--- config.mk ---
export PLATFORM = sky130hd
export DESIGN_NAME = layer_scheduler
export DESIGN_NICKNAME = d
export VERILOG_FILES = /design/src/rtl/layer_scheduler.sv
export SDC_FILE = /design/constraint.sdc
export NUM_CORES = 1
export LEC_CHECK = 0
export BUFFER_PORTS_ARGS = -buffer_cell sky130_fd_sc_hd__buf_2
export CORE_MARGIN = 3
export CORE_UTILIZATION = 54
export DETAILED_ROUTE_END_ITERATION = 10
export GPL_TIMING_DRIVEN = 0
export HOLD_SLACK_MARGIN = 0.05
export PLACE_DENSITY_LB_ADDON = 0.3
export SYNTH_ARGS = -nofsm -noshare
export SYNTH_HDL_FRONTEND = slang
export SYNTH_SLANG_ARGS = --single-unit
export TNS_END_PERCENT = 20
--- constraint.sdc ---
create_clock -name CLK -period 3.2 [get_ports CLK]
set_input_delay 0.48 -clock CLK [delete_from_list [all_inputs] [get_ports CLK]]
set_output_delay 0.48 -clock CLK [all_outputs]
set_load 0.01 [all_outputs]
--- src/rtl/layer_scheduler.sv ---
// Object-table sequencer for the per-layer pixel drawer: walks valid sprites each frame,
// drives the drawer's position/index/run controls and a VRAM write strobe aligned to its pipeline.
module layer_scheduler #(
  parameter int unsigned NUM_OBJ      = 8,
  parameter int unsigned OBJ_A_WIDTH  = 3,
  parameter int unsigned DRAIN_CYCLES = 2
) (
  input  logic                   CLK,
  input  logic                   rst,
  input  logic                   ena,
  input  logic                   frame_start,
  input  logic                   theme_in,
  input  logic                   obj_we,
  input  logic [OBJ_A_WIDTH-1:0] obj_waddr,
  input  logic                   obj_wvalid,
  input  logic [9:0]             obj_wx,
  input  logic [9:0]             obj_wy,
  input  logic [4:0]             obj_windex,
  input  logic                   i_layerend,
  output logic                   o_layer_rst,
  output logic                   o_is_cur_state,
  output logic [9:0]             o_screen_pos_x,
  output logic [9:0]             o_screen_pos_y,
  output logic [4:0]             o_sprite_index,
  output logic                   o_theme,
  output logic                   o_vram_we,
  output logic                   o_busy,
  output logic                   o_frame_done
);

  typedef enum logic [2:0] {StIdle, StScan, StLoad, StDraw, StDrain, StDone} state_e;

  state_e                 state_q, state_d;
  logic [OBJ_A_WIDTH-1:0] idx_q, idx_d;
  logic                   first_q, first_d;
  logic [3:0]             drain_q, drain_d;
  logic                   load_en, theme_en, last_idx;

  logic [NUM_OBJ-1:0]     valid_q;
  logic [9:0]             x_mem   [NUM_OBJ];
  logic [9:0]             y_mem   [NUM_OBJ];
  logic [4:0]             idx_mem [NUM_OBJ];

  logic [9:0]             pos_x_q, pos_y_q;
  logic [4:0]             spr_q;
  logic                   theme_q;
  logic [1:0]             we_pipe_q;
  logic                   we_qual;

  assign last_idx = (idx_q == OBJ_A_WIDTH'(NUM_OBJ - 1));
  assign we_qual  = (state_q == StDraw) && !i_layerend;

  always_comb begin
    state_d  = state_q;
    idx_d    = idx_q;
    first_d  = first_q;
    drain_d  = drain_q;
    load_en  = 1'b0;
    theme_en = 1'b0;
    unique case (state_q)
      StIdle: begin
        if (frame_start) begin
          state_d  = StScan;
          idx_d    = '0;
          theme_en = 1'b1;
        end
      end
      StScan: begin
        if (valid_q[idx_q]) begin
          state_d = StLoad;
          load_en = 1'b1;
        end else if (last_idx) begin
          state_d = StDone;
        end else begin
          idx_d = idx_q + 1'b1;
        end
      end
      StLoad: begin
        state_d = StDraw;
        first_d = 1'b1;
      end
      StDraw: begin
        // The drawer's end flag may still be left over from the previous object here.
        first_d = 1'b0;
        if (!first_q && i_layerend) begin
          state_d = StDrain;
          drain_d = '0;
        end
      end
      StDrain: begin
        if (drain_q == 4'(DRAIN_CYCLES - 1)) begin
          if (last_idx) begin
            state_d = StDone;
          end else begin
            idx_d   = idx_q + 1'b1;
            state_d = StScan;
          end
        end else begin
          drain_d = drain_q + 1'b1;
        end
      end
      StDone: state_d = StIdle;
      default: state_d = StIdle;
    endcase
  end

  always_ff @(posedge CLK) begin
    if (rst) begin
      state_q   <= StIdle;
      idx_q     <= '0;
      first_q   <= 1'b0;
      drain_q   <= '0;
      valid_q   <= '0;
      pos_x_q   <= '0;
      pos_y_q   <= '0;
      spr_q     <= '0;
      theme_q   <= 1'b0;
      we_pipe_q <= '0;
    end else if (ena) begin
      state_q   <= state_d;
      idx_q     <= idx_d;
      first_q   <= first_d;
      drain_q   <= drain_d;
      we_pipe_q <= {we_pipe_q[0], we_qual};
      if (obj_we) valid_q[obj_waddr] <= obj_wvalid;
      if (theme_en) theme_q <= theme_in;
      if (load_en) begin
        pos_x_q <= x_mem[idx_q];
        pos_y_q <= y_mem[idx_q];
        spr_q   <= idx_mem[idx_q];
      end
    end
  end

  // Table payload needs no reset; only the valid bits qualify it.
  always_ff @(posedge CLK) begin
    if (ena && obj_we) begin
      x_mem[obj_waddr]   <= obj_wx;
      y_mem[obj_waddr]   <= obj_wy;
      idx_mem[obj_waddr] <= obj_windex;
    end
  end

  assign o_layer_rst    = (state_q == StLoad);
  assign o_is_cur_state = (state_q == StDraw) || (state_q == StDrain);
  assign o_screen_pos_x = pos_x_q;
  assign o_screen_pos_y = pos_y_q;
  assign o_sprite_index = spr_q;
  assign o_theme        = theme_q;
  assign o_vram_we      = we_pipe_q[1] && (state_q != StLoad);
  assign o_busy         = (state_q != StIdle);
  assign o_frame_done   = (state_q == StDone);

endmodule

==> flow_summary.toml, run 1 <==
[route]
drt_iter0_markers = 441
remaining_drc_errors = 0
route.detailed.vias_per_inst = 5.89
drtPass1Iterations = 5
antenna_left = 0
routed-via-count = 5098
detail_route.wl_per_cell_microns = 22.9
drt-total-wl_microns = 19800

[clocking]
hold_buffers = 0
cts_root_buffer = "clkbuf_16"
cts_tree = "built"
cts_num_sinks = 247
clkSlewWorstSetupHoldPaths_ns = 0.06
number_of_levels_the_h_tree_was_split_into = 1
clock_latency_ns = 0.51
clockBufferDepth = 3
cts.repair.resized = 0
cts.repair_timing.setup_buffer_count = 0
cts-buffers-inserted = 24

[synthesis]
synth_adder_area_share_pct = 0.625
yosys.area_share.simple_pct = 4.45
synthesis.area_per_instance_sq_um = 18.5
yosys-top-cells-count = "edfxtp_1, mux4_2, dfxtp_1"
post-synth-top-area-cell = "edfxtp_1"
synth_compound_area_share_pct = 2.27
synth_sequential_area_ratio_pct = 72.3
syn_nets = 560
synth_enable_flop_cells = 200
post-synth-top-count-cell = "edfxtp_1"
synth_top_cells_by_area = "edfxtp_1, mux4_2, dfxtp_1"
synth_top_family_by_area = "multiplexers"
dominantRegCellSynth = "edfxtp_1"
synth-seq-cells = 247
synthesized_instance_count = 520
yosysWarnings = 0
synthArstFlopShare_pct = 0
fraction_of_synthesized_area_in_multiplexers_pct = 18.3
yosys.cell_types.count = 44
synth_top_cell_area_share_pct = 62.5
synth_xor_xnor_area_share_pct = 0.0911
mappedNetlistArea_sq_um = 9610

[setup_path]
critPathTopFamily = "buffers and inverters"
critical_path_depth = 6
crit_path_max_incr_delay_ns = 0.66
cells_along_the_critical_path = "clkbuf_1, clkbuf_1, mux4_2, mux2_2, mux2i_1, nor2_1"
cp_num_buf_inv = 2
cp_max_fo = 10
cp.required_ns = 3.56
cp_common_cell = "clkbuf_1"
critPathKind = "flip-flop to flip-flop"
crit_path_end_kind = "flip-flop"
reg2regPathDepth = 6
cp_data_arrival_time_ns = 2.84
rrSetupSlack_ns = 0.72
critPathSlowestCell = "clkbuf_1"
start_kind = "flip-flop"

[timing]
max_slew_headroom_pct = 45.9
final_min_period_over_clock_period_pct = 77.5
setup-violations-final = 0
worst_pin_slew_ns = 0.811
timing.final.max_slew_violations = 0
final_hold_viol_count = 0
timing.final.crit_period_ns = 2.48
max_freq_ghz = 0.403
grt_setup_unrepaired = "false"
clock_skew_ns = 0.0172
worst_slack_ns = 0.719

[place]
routabilityCongestion = 0.867
preCtsSetupSlack_ns = 0.757
port_buffers = 63
dp_hpwl_microns = 12200
dp.cells = 820
placement.cell_area_sq_um = 10500

[cells_and_area]
design.final.nets = 661
area_growth_pct = 17.0
finish.cell_count_without_fillers = 865
post_route_cells_drive_above_1_share_pct = 33.8
design_area_sq_um = 11200
filler_cell_count = 1124

[job]
maxCapViolCount = 0

[global_routing]
maximum_number_of_pins_on_one_net_before_global_route_repair = 23
globalRoute.totalOverflow = 0
grt_antenna_before_repair = 1
wire_length_of_the_first_global_routing_pass_microns = 30800
grt_usage_pct = 20.6
first_global_vias = 5414

[power]
pwr_density_cell_nw_per_um2 = 600
p_total_uw = 6750
total_leakage_power_uw = 0.00372
max-vdd-ir-drop_v = 0.000508

[status]
status = "finished, final reports clean"

[die]
die_width_microns = 139
core-area_sq_um = 17400
top_ports = 67
placement_rows = 48
die_h_microns = 139
floorplan.initialDensity_pct = 55.4
fp.dieArea_sq_um = 19400

[worst_hold_path]
hold-path-cell-count = 3
tightest_hold_check_type = "input pin to flip-flop"
==> worst min-delay path: stages <==
cell and delay [ns]:
buf_2 0.08, mux2i_1 0.06, nor2_1 0.07
==> metrics by stage <==
stage	utilization [%]	TNS [ns]	hold slack, ns
finish	64.8	0	0.223
global route	64.8	0	0.212
CTS	64.8	0	0.209
detailed placement	60.3	0	0.476
global placement	58.8	-146.91	0.467
floorplan	-	0	0.452
==> worst paths after layout <==
path / from / endpoint
worst max-delay path: idx_q[1]$_SDFFE_PP0P_ / o_screen_pos_x[5]$_SDFFE_PP0P_
worst min-delay path: theme_in / o_theme$_SDFFE_PP0P_
worst max register to register: idx_q[1]$_SDFFE_PP0P_ / o_screen_pos_x[5]$_SDFFE_PP0P_
worst min register to register: o_screen_pos_y[1]$_SDFFE_PP0P_ / o_screen_pos_y[1]$_SDFFE_PP0P_
==> power breakdown <==
group	switching, uW	internal [uW]	leakage, uW
clock	1120	1600	0.000374
sequential	19.1	3530	0.00219
combinational	246	232	0.00116
total	1380	5360	0.00372
==> layout by cell type, fill, tap and decap left out, types with 3 or more instances in the layout <==
cell type / count
buf_4: 4
nor2_1: 37
nand3_1: 3
buf_6: 7
mux4_2: 50
nand2_1: 12
clkbuf_16: 25
buf_12: 4
mux2_2: 26
clkbuf_1: 17
o21ai_0: 10
buf_2: 70
dfxtp_1: 47
mux2i_1: 34
nor2_4: 6
nor2b_1: 3
inv_1: 7
clkinv_2: 4
or3_2: 3
clkinv_1: 7
ha_1: 4
a211oi_1: 3
or4_1: 3
nor3b_1: 3
edfxtp_1: 200
a21oi_1: 11
==> logic make-up after synthesis <==
family,after synthesis
buffers and inverters,36
AND/OR/NAND/NOR,87
XOR/XNOR,1
adder cells (fa/ha/maj),5
multiplexers,110
flip-flops,247
AO/OA/AOI/OAI,34
==> layer usage <==
layer | vias to the layer above | GRT usage [%] | part of all wire, %
met5 | - | 0 | 0.040
met4 | 2 | 7.05 | 2.0
met3 | 35 | 5.22 | 8.0
met2 | 204 | 33.6 | 50
met1 | 2594 | 27.3 | 40
li1 | 2263 | - | -
==> registers in the layout, indices dropped and copies added, names as in the netlist <==
signal,flops
drain_q,4
x_mem,80
y_mem,80
idx_mem,40
first_q,1
o_sprite_index,5
o_screen_pos_y,10
idx_q,3
o_theme,1
we_pipe_q,2
state_q,3
valid_q,8
o_screen_pos_x,10
==> area by class of cell <==
type	instances	area [sq um]	share of cell area [%]
well taps	225	282	2.50
inverters	7	26.3	0.234
multi-input cells	237	2530	22.5
flip-flops and latches	247	6950	61.8
clock inverters	15	119	1.06
diodes	1	2.50	0.0223
repair buffers	75	526	4.67
clock buffers	29	651	5.79
plain buffers	29	165	1.47
Power figures use the tool's default switching activity.
==> run 2, diff against run 1 <==
--- a/config.mk
+++ b/config.mk
@@ -5,6 +5,7 @@
 export SDC_FILE = /design/constraint.sdc
 export NUM_CORES = 1
 export LEC_CHECK = 0
+export ABC_AREA = 1
 export BUFFER_PORTS_ARGS = -buffer_cell sky130_fd_sc_hd__buf_2
 export CORE_MARGIN = 3
 export CORE_UTILIZATION = 54
==> constraint.sdc (replaced) <==
create_clock -name CLK -period 2.18 [get_ports CLK]
set_input_delay 0.327 -clock CLK [delete_from_list [all_inputs] [get_ports CLK]]
set_output_delay 0.327 -clock CLK [all_outputs]
set_load 0.01 [all_outputs]
==> flow_summary.toml, run 2 <==
[cells_and_area]
n_antenna_cell = 0
design.final.nets = 1026
post_route_cells_drive_above_1_share_pct = 16.3
mostFrequentLayoutCells = "edfxtp_1, nor2_1, o21ai_0"
largest_regs = "x_mem (80), y_mem (80), idx_mem (40)"
area_growth_pct = 15.8
layout.cells.most_common = "edfxtp_1"

[timing]
final_hold_viol_count = 0
setup_total_negative_slack_ns = 0
setup-violations-final = 0
timing.final.max_slew_violations = 0
max_slew_headroom_pct = 32.8
grt_setup_unrepaired = "false"
clock_skew_ns = 0.0116
timing.final.crit_period_ns = 2.06
final_min_period_over_clock_period_pct = 94.4
timing.hold.ws_ns = 0.0703
worst_pin_slew_ns = 1.01
max_freq_ghz = 0.486

[synthesis]
synthesized_instance_count = 892
synth_top_cell_area_share_pct = 60.6
yosysWarnings = 0
synth-seq-cells = 247
yosys.cell_types.count = 29
dominantRegCellSynth = "edfxtp_1"
synth_sequential_area_ratio_pct = 70.1
mappedNetlistArea_sq_um = 9910
post-synth-top-area-cell = "edfxtp_1"
synthesis.area_per_instance_sq_um = 11.1
synth_enable_flop_cells = 200
synthArstFlopShare_pct = 0
post-synth-top-count-cell = "edfxtp_1"
yosys-top-cells-count = "edfxtp_1, nor2_1, o21ai_0"
synth_top_cells_by_area = "edfxtp_1, dfxtp_1, nor2_1"
syn_nets = 932

[setup_path]
start_kind = "flip-flop"
cp.required_ns = 2.64
cp_data_arrival_time_ns = 2.52
crit_path_end_kind = "flip-flop"
critPathKind = "flip-flop to flip-flop"
cp_max_fo = 10

[route]
remaining_drc_errors = 0
routed-via-count = 6941
drt_iter0_markers = 673
drtPass1Iterations = 5
drt-total-wl_microns = 23900
antenna_left = 0
route.detailed.vias_per_inst = 5.64
detail_route.wl_per_cell_microns = 19.4

[power]
intPower_uw = 8280
total_leakage_power_uw = 0.00423
part_of_the_power_in_registers_pct = 46.8
pwr_density_cell_nw_per_um2 = 987
max-vdd-ir-drop_v = 0.000676
pwr-share-comb_pct = 15.5
p_total_uw = 11300
clock_network_fraction_of_total_power_pct = 37.6
power.switching_uw = 3040
netSwitchingFraction_pct = 26.9

[clocking]
cts_root_buffer = "clkbuf_16"
cts_tree = "built"
cts_num_sinks = 247
cts.repair_timing.setup_buffer_count = 0
clock_latency_ns = 0.53
clkSlewWorstSetupHoldPaths_ns = 0.06
cts-buffers-inserted = 25
clockBufferDepth = 3
number_of_levels_the_h_tree_was_split_into = 1

[die]
core-area_sq_um = 17700
placement_rows = 48
fp.dieArea_sq_um = 20000
top_ports = 67
floorplan.initialDensity_pct = 56.1
die_h_microns = 141
die_width_microns = 141

[worst_hold_path]
tightest_hold_check_type = "input pin to flip-flop"

[place]
port_buffers = 64
dp_hpwl_microns = 14700
routabilityCongestion = 0.845

[global_routing]
first_global_vias = 6619
grt_antenna_before_repair = 1
grt_usage_pct = 23.3
wire_length_of_the_first_global_routing_pass_microns = 35900
maximum_number_of_pins_on_one_net_before_global_route_repair = 27
globalRoute.totalOverflow = 0

[status]
status = "finished, final reports clean"

[job]
maxCapViolCount = 0
==> run 2: area by class of cell <==
| class | count | area (sq um) |
|---|---|---|
| well taps | 225 | 282 |
| flip-flops and latches | 247 | 6950 |
| fillers | 1353 | 6180 |
| clock inverters | 11 | 130 |
| multi-input cells | 559 | 2630 |
| repair buffers | 67 | 403 |
| plain buffers | 49 | 255 |
| clock buffers | 35 | 683 |
| inverters | 37 | 144 |
==> run 2: cell families after synthesis <==
family,count (synthesis),synth area share [%]
AO/OA/AOI/OAI,202,10.6
adder cells (fa/ha/maj),4,0.505
buffers and inverters,86,3.98
XOR/XNOR,1,0.0884
AND/OR/NAND/NOR,352,14.7
flip-flops,247,70.1
==> run 2: path summary, 6_finish.rpt <==
path,slack [ns],cells past startpoint,from,end
setup reg to reg,0.12,8,idx_q[1]$_SDFFE_PP0P_,o_sprite_index[4]$_SDFFE_PP0P_
hold reg to reg,0.45,2,o_theme$_SDFFE_PP0P_,o_theme$_SDFFE_PP0P_
setup / recovery,0.12,8,idx_q[1]$_SDFFE_PP0P_,o_sprite_index[4]$_SDFFE_PP0P_
hold / removal,0.07,1,obj_wx[0],x_mem[4][0]$_DFFE_PP_
==> run 2: what timing repair did <==
action | in CTS | in global routing
setup endpoints to repair | 0 | 4
hold buffers | 0 | 0
gates resized for setup | 0 | 7
==> run 2: metrics by stage <==
stage / instance area, sq um / util (%) / worst slack, ns / cells
final: 11500 / 65.0 / 0.122 / 1230
after global routing: 11500 / 65.0 / 0.0231 / 1230
after CTS: 11500 / 65.0 / 0.0441 / 1230
after detailed placement: 10700 / 60.4 / 0.0442 / 1184
after global placement: 10500 / 59.6 / -1.26 / 1181
after floorplan: 9910 / - / 0.0840 / 892
==> run 2: per-layer routing <==
metal / routed length, microns / track usage [%]
met5: 13 / 0
met4: 527 / 7.22
met3: 2100 / 4.01
met2: 11400 / 38.6
met1: 9830 / 32.0
==> run 2: critical path, cell delays in order, from the launching register on <==
cell and delay [ns]:
dfxtp_1 0.37, buf_2 0.27, buf_1 0.59, o21ai_0 0.25, o22ai_1 0.21, nand2_1 0.06, nand2_1 0.10, nor2_1 0.06
nor2_1 0.08
==> run 2: power by group through the flow <==
stage	clock network (uW)	logic, uW	registers [uW]
3_5_place_dp	0	1720	5400
2_1_floorplan	0	1120	5400
5_1_grt	4480	1940	5320
4_1_cts	4310	1730	5300
6_report	4260	1760	5300
3_3_place_gp	0	1670	5400
==> run 3, diff against run 2 <==
--- a/config.mk
+++ b/config.mk
@@ -10,9 +10,11 @@
 export CORE_MARGIN = 3
 export CORE_UTILIZATION = 54
 export DETAILED_ROUTE_END_ITERATION = 10
+export GPL_ROUTABILITY_DRIVEN = 1
 export GPL_TIMING_DRIVEN = 0
 export HOLD_SLACK_MARGIN = 0.05
 export PLACE_DENSITY_LB_ADDON = 0.3
+export REMOVE_ABC_BUFFERS = 1
 export SYNTH_ARGS = -nofsm -noshare
 export SYNTH_HDL_FRONTEND = slang
 export SYNTH_SLANG_ARGS = --single-unit
==> flow_summary.toml, run 3 (synthesis gave the netlist of run 2 again) <==
[status]
status = "finished, final reports clean"

[die]
fp.dieArea_sq_um = 20000
die_width_microns = 141
floorplan.initialDensity_pct = 56.1
placement_rows = 48
core-area_sq_um = 17700
die_h_microns = 141
top_ports = 67

[setup_path]
cp_data_arrival_time_ns = 2.48
reg2regPathDepth = 12
timing.critical_path.to = "o_screen_pos_x[0]$_SDFFE_PP0P_"
cp.required_ns = 2.64
start_kind = "flip-flop"
crit_path_end_kind = "flip-flop"
timing.rr.start = "idx_q[0]$_SDFFE_PP0P_"
critPathKind = "flip-flop to flip-flop"
worstSetupStartpoint = "idx_q[0]$_SDFFE_PP0P_"
rrSetupSlack_ns = 0.15
rr_endpoint = "o_screen_pos_x[0]$_SDFFE_PP0P_"
cp_max_fo = 24

[route]
routed-via-count = 6820
drt_iter0_markers = 504
route.detailed.vias_per_inst = 5.65
detail_route.wl_per_cell_microns = 19.3
drt-total-wl_microns = 23300
antenna_left = 0
remaining_drc_errors = 0
drtPass1Iterations = 5

[cells_and_area]
filler_cell_count = 1330
mostFrequentLayoutCells = "edfxtp_1, nor2_1, o21ai_0"
largest_regs = "x_mem (80), y_mem (80), idx_mem (40)"
area_growth_pct = 18.5
post_route_cells_drive_above_1_share_pct = 17.8
design.final.nets = 1004
layout.cells.most_common = "edfxtp_1"
n_antenna_cell = 0

[timing]
clock_skew_ns = 0.0115
max_freq_ghz = 0.493
max_slew_headroom_pct = 15.4
setup-violations-final = 0
timing.final.crit_period_ns = 2.03
grt_setup_unrepaired = "false"
setup_total_negative_slack_ns = 0
worst_slack_ns = 0.153
final_min_period_over_clock_period_pct = 93.0
timing.final.max_slew_violations = 0
timing.hold.ws_ns = 0.0677
final_hold_viol_count = 0
worst_pin_slew_ns = 1.27

[clocking]
clock_latency_ns = 0.53
number_of_levels_the_h_tree_was_split_into = 1
cts-buffers-inserted = 25
cts_tree = "built"
cts_root_buffer = "clkbuf_16"
clockBufferDepth = 3
clkSlewWorstSetupHoldPaths_ns = 0.06
cts_num_sinks = 247

[place]
dp_hpwl_microns = 11300
preCtsSetupSlack_ns = -1.40
port_buffers = 66
routabilityCongestion = 0.808

[global_routing]
globalRoute.totalOverflow = 0
grt_antenna_before_repair = 2
first_global_vias = 6589
maximum_number_of_pins_on_one_net_before_global_route_repair = 52
grt_usage_pct = 23.0
wire_length_of_the_first_global_routing_pass_microns = 35900

[power]
total_leakage_power_uw = 0.00434
max-vdd-ir-drop_v = 0.000927
pwr_density_cell_nw_per_um2 = 1010

[worst_hold_path]
tightest_hold_check_type = "input pin to flip-flop"

[job]
maxCapViolCount = 0
-- run 3: cell count changes in the layout (fill, tap and decap cells not counted), moves of 4 or more --
cell / before / now
buf_6: 4 / 0
buf_12: 0 / 4
buf_4: 0 / 9
buf_2: 75 / 66
clkbuf_2: 4 / 0
clkinvlp_4: 0 / 5
clkbuf_1: 31 / 4
buf_1: 5 / 0
-- run 3: final cells by class --
class	instances	area [sq um]	share of cell area, %
Inverter	37	160	1.36
Tap cell	225	282	2.40
Sequential cell	247	6960	59.3
Timing Repair inverter	1	7.51	0.0639
Timing Repair Buffer	92	782	6.66
Clock inverter	16	255	2.17
Clock buffer	30	654	5.57
Multi-Input combinational cell	560	2640	22.5
-- run 3: routing by layer --
layer	GRT usage, %	up-vias	part of all wire, %
met1	31.0	3227	41
met4	7.47	4	2.8
met2	38.4	294	48
met5	0	-	0.12
met3	3.98	49	7.7
li1	-	3246	-
-- run 3: power by group --
group / switching, uW / internal [uW]
Combinational: 1180 / 671
Clock: 1790 / 2880
Sequential: 78.2 / 5230
-- run 3: worst min path at each step --
stage / slack (ns) / from / cells past startpoint / end
global placement: 0.43 / o_theme$_SDFFE_PP0P_ / 2 / o_theme$_SDFFE_PP0P_
floorplan: 0.40 / rst / 1 / idx_q[1]$_SDFFE_PP0P_
CTS: 0.05 / obj_wy[2] / 1 / y_mem[2][2]$_DFFE_PP_
global route: 0.06 / obj_windex[0] / 1 / idx_mem[0][0]$_DFFE_PP_
finish: 0.07 / obj_windex[0] / 1 / idx_mem[5][0]$_DFFE_PP_
detailed placement: 0.43 / o_theme$_SDFFE_PP0P_ / 2 / o_theme$_SDFFE_PP0P_
-- run 3: critical path, cell delays in order (launching register included) --
cell	delay, ns
dfxtp_4	0.37
buf_16	0.19
inv_8	0.10
buf_16	0.19
nand2_1	0.08
nand3_1	0.09
nand3_2	0.12
nand3_4	0.13
buf_12	0.16
nor2_4	0.13
buf_12	0.16
o21ai_1	0.06
nor2_1	0.15
-- run 3: per-stage QoR --
step	area (sq um)	utilization, %	cells	total power (uW)
after floorplan	9660	-	843	6420
after detailed placement	10500	59.5	1141	6940
final	11700	66.5	1208	11800
after global routing	11700	66.5	1208	12300
after CTS	11700	66.0	1203	11800
after global placement	10300	58.2	1134	6860
-- run 3: timing repair --
action / CTS / global route
buffers inserted: 8 / 4
cloned: 5 / 1
gates resized for setup: 7 / 3
endpoints found under the hold margin: 24 / 0
hold buffers: 3 / 0
setup endpoints to repair: 31 / 25
pin swaps: 2 / 3
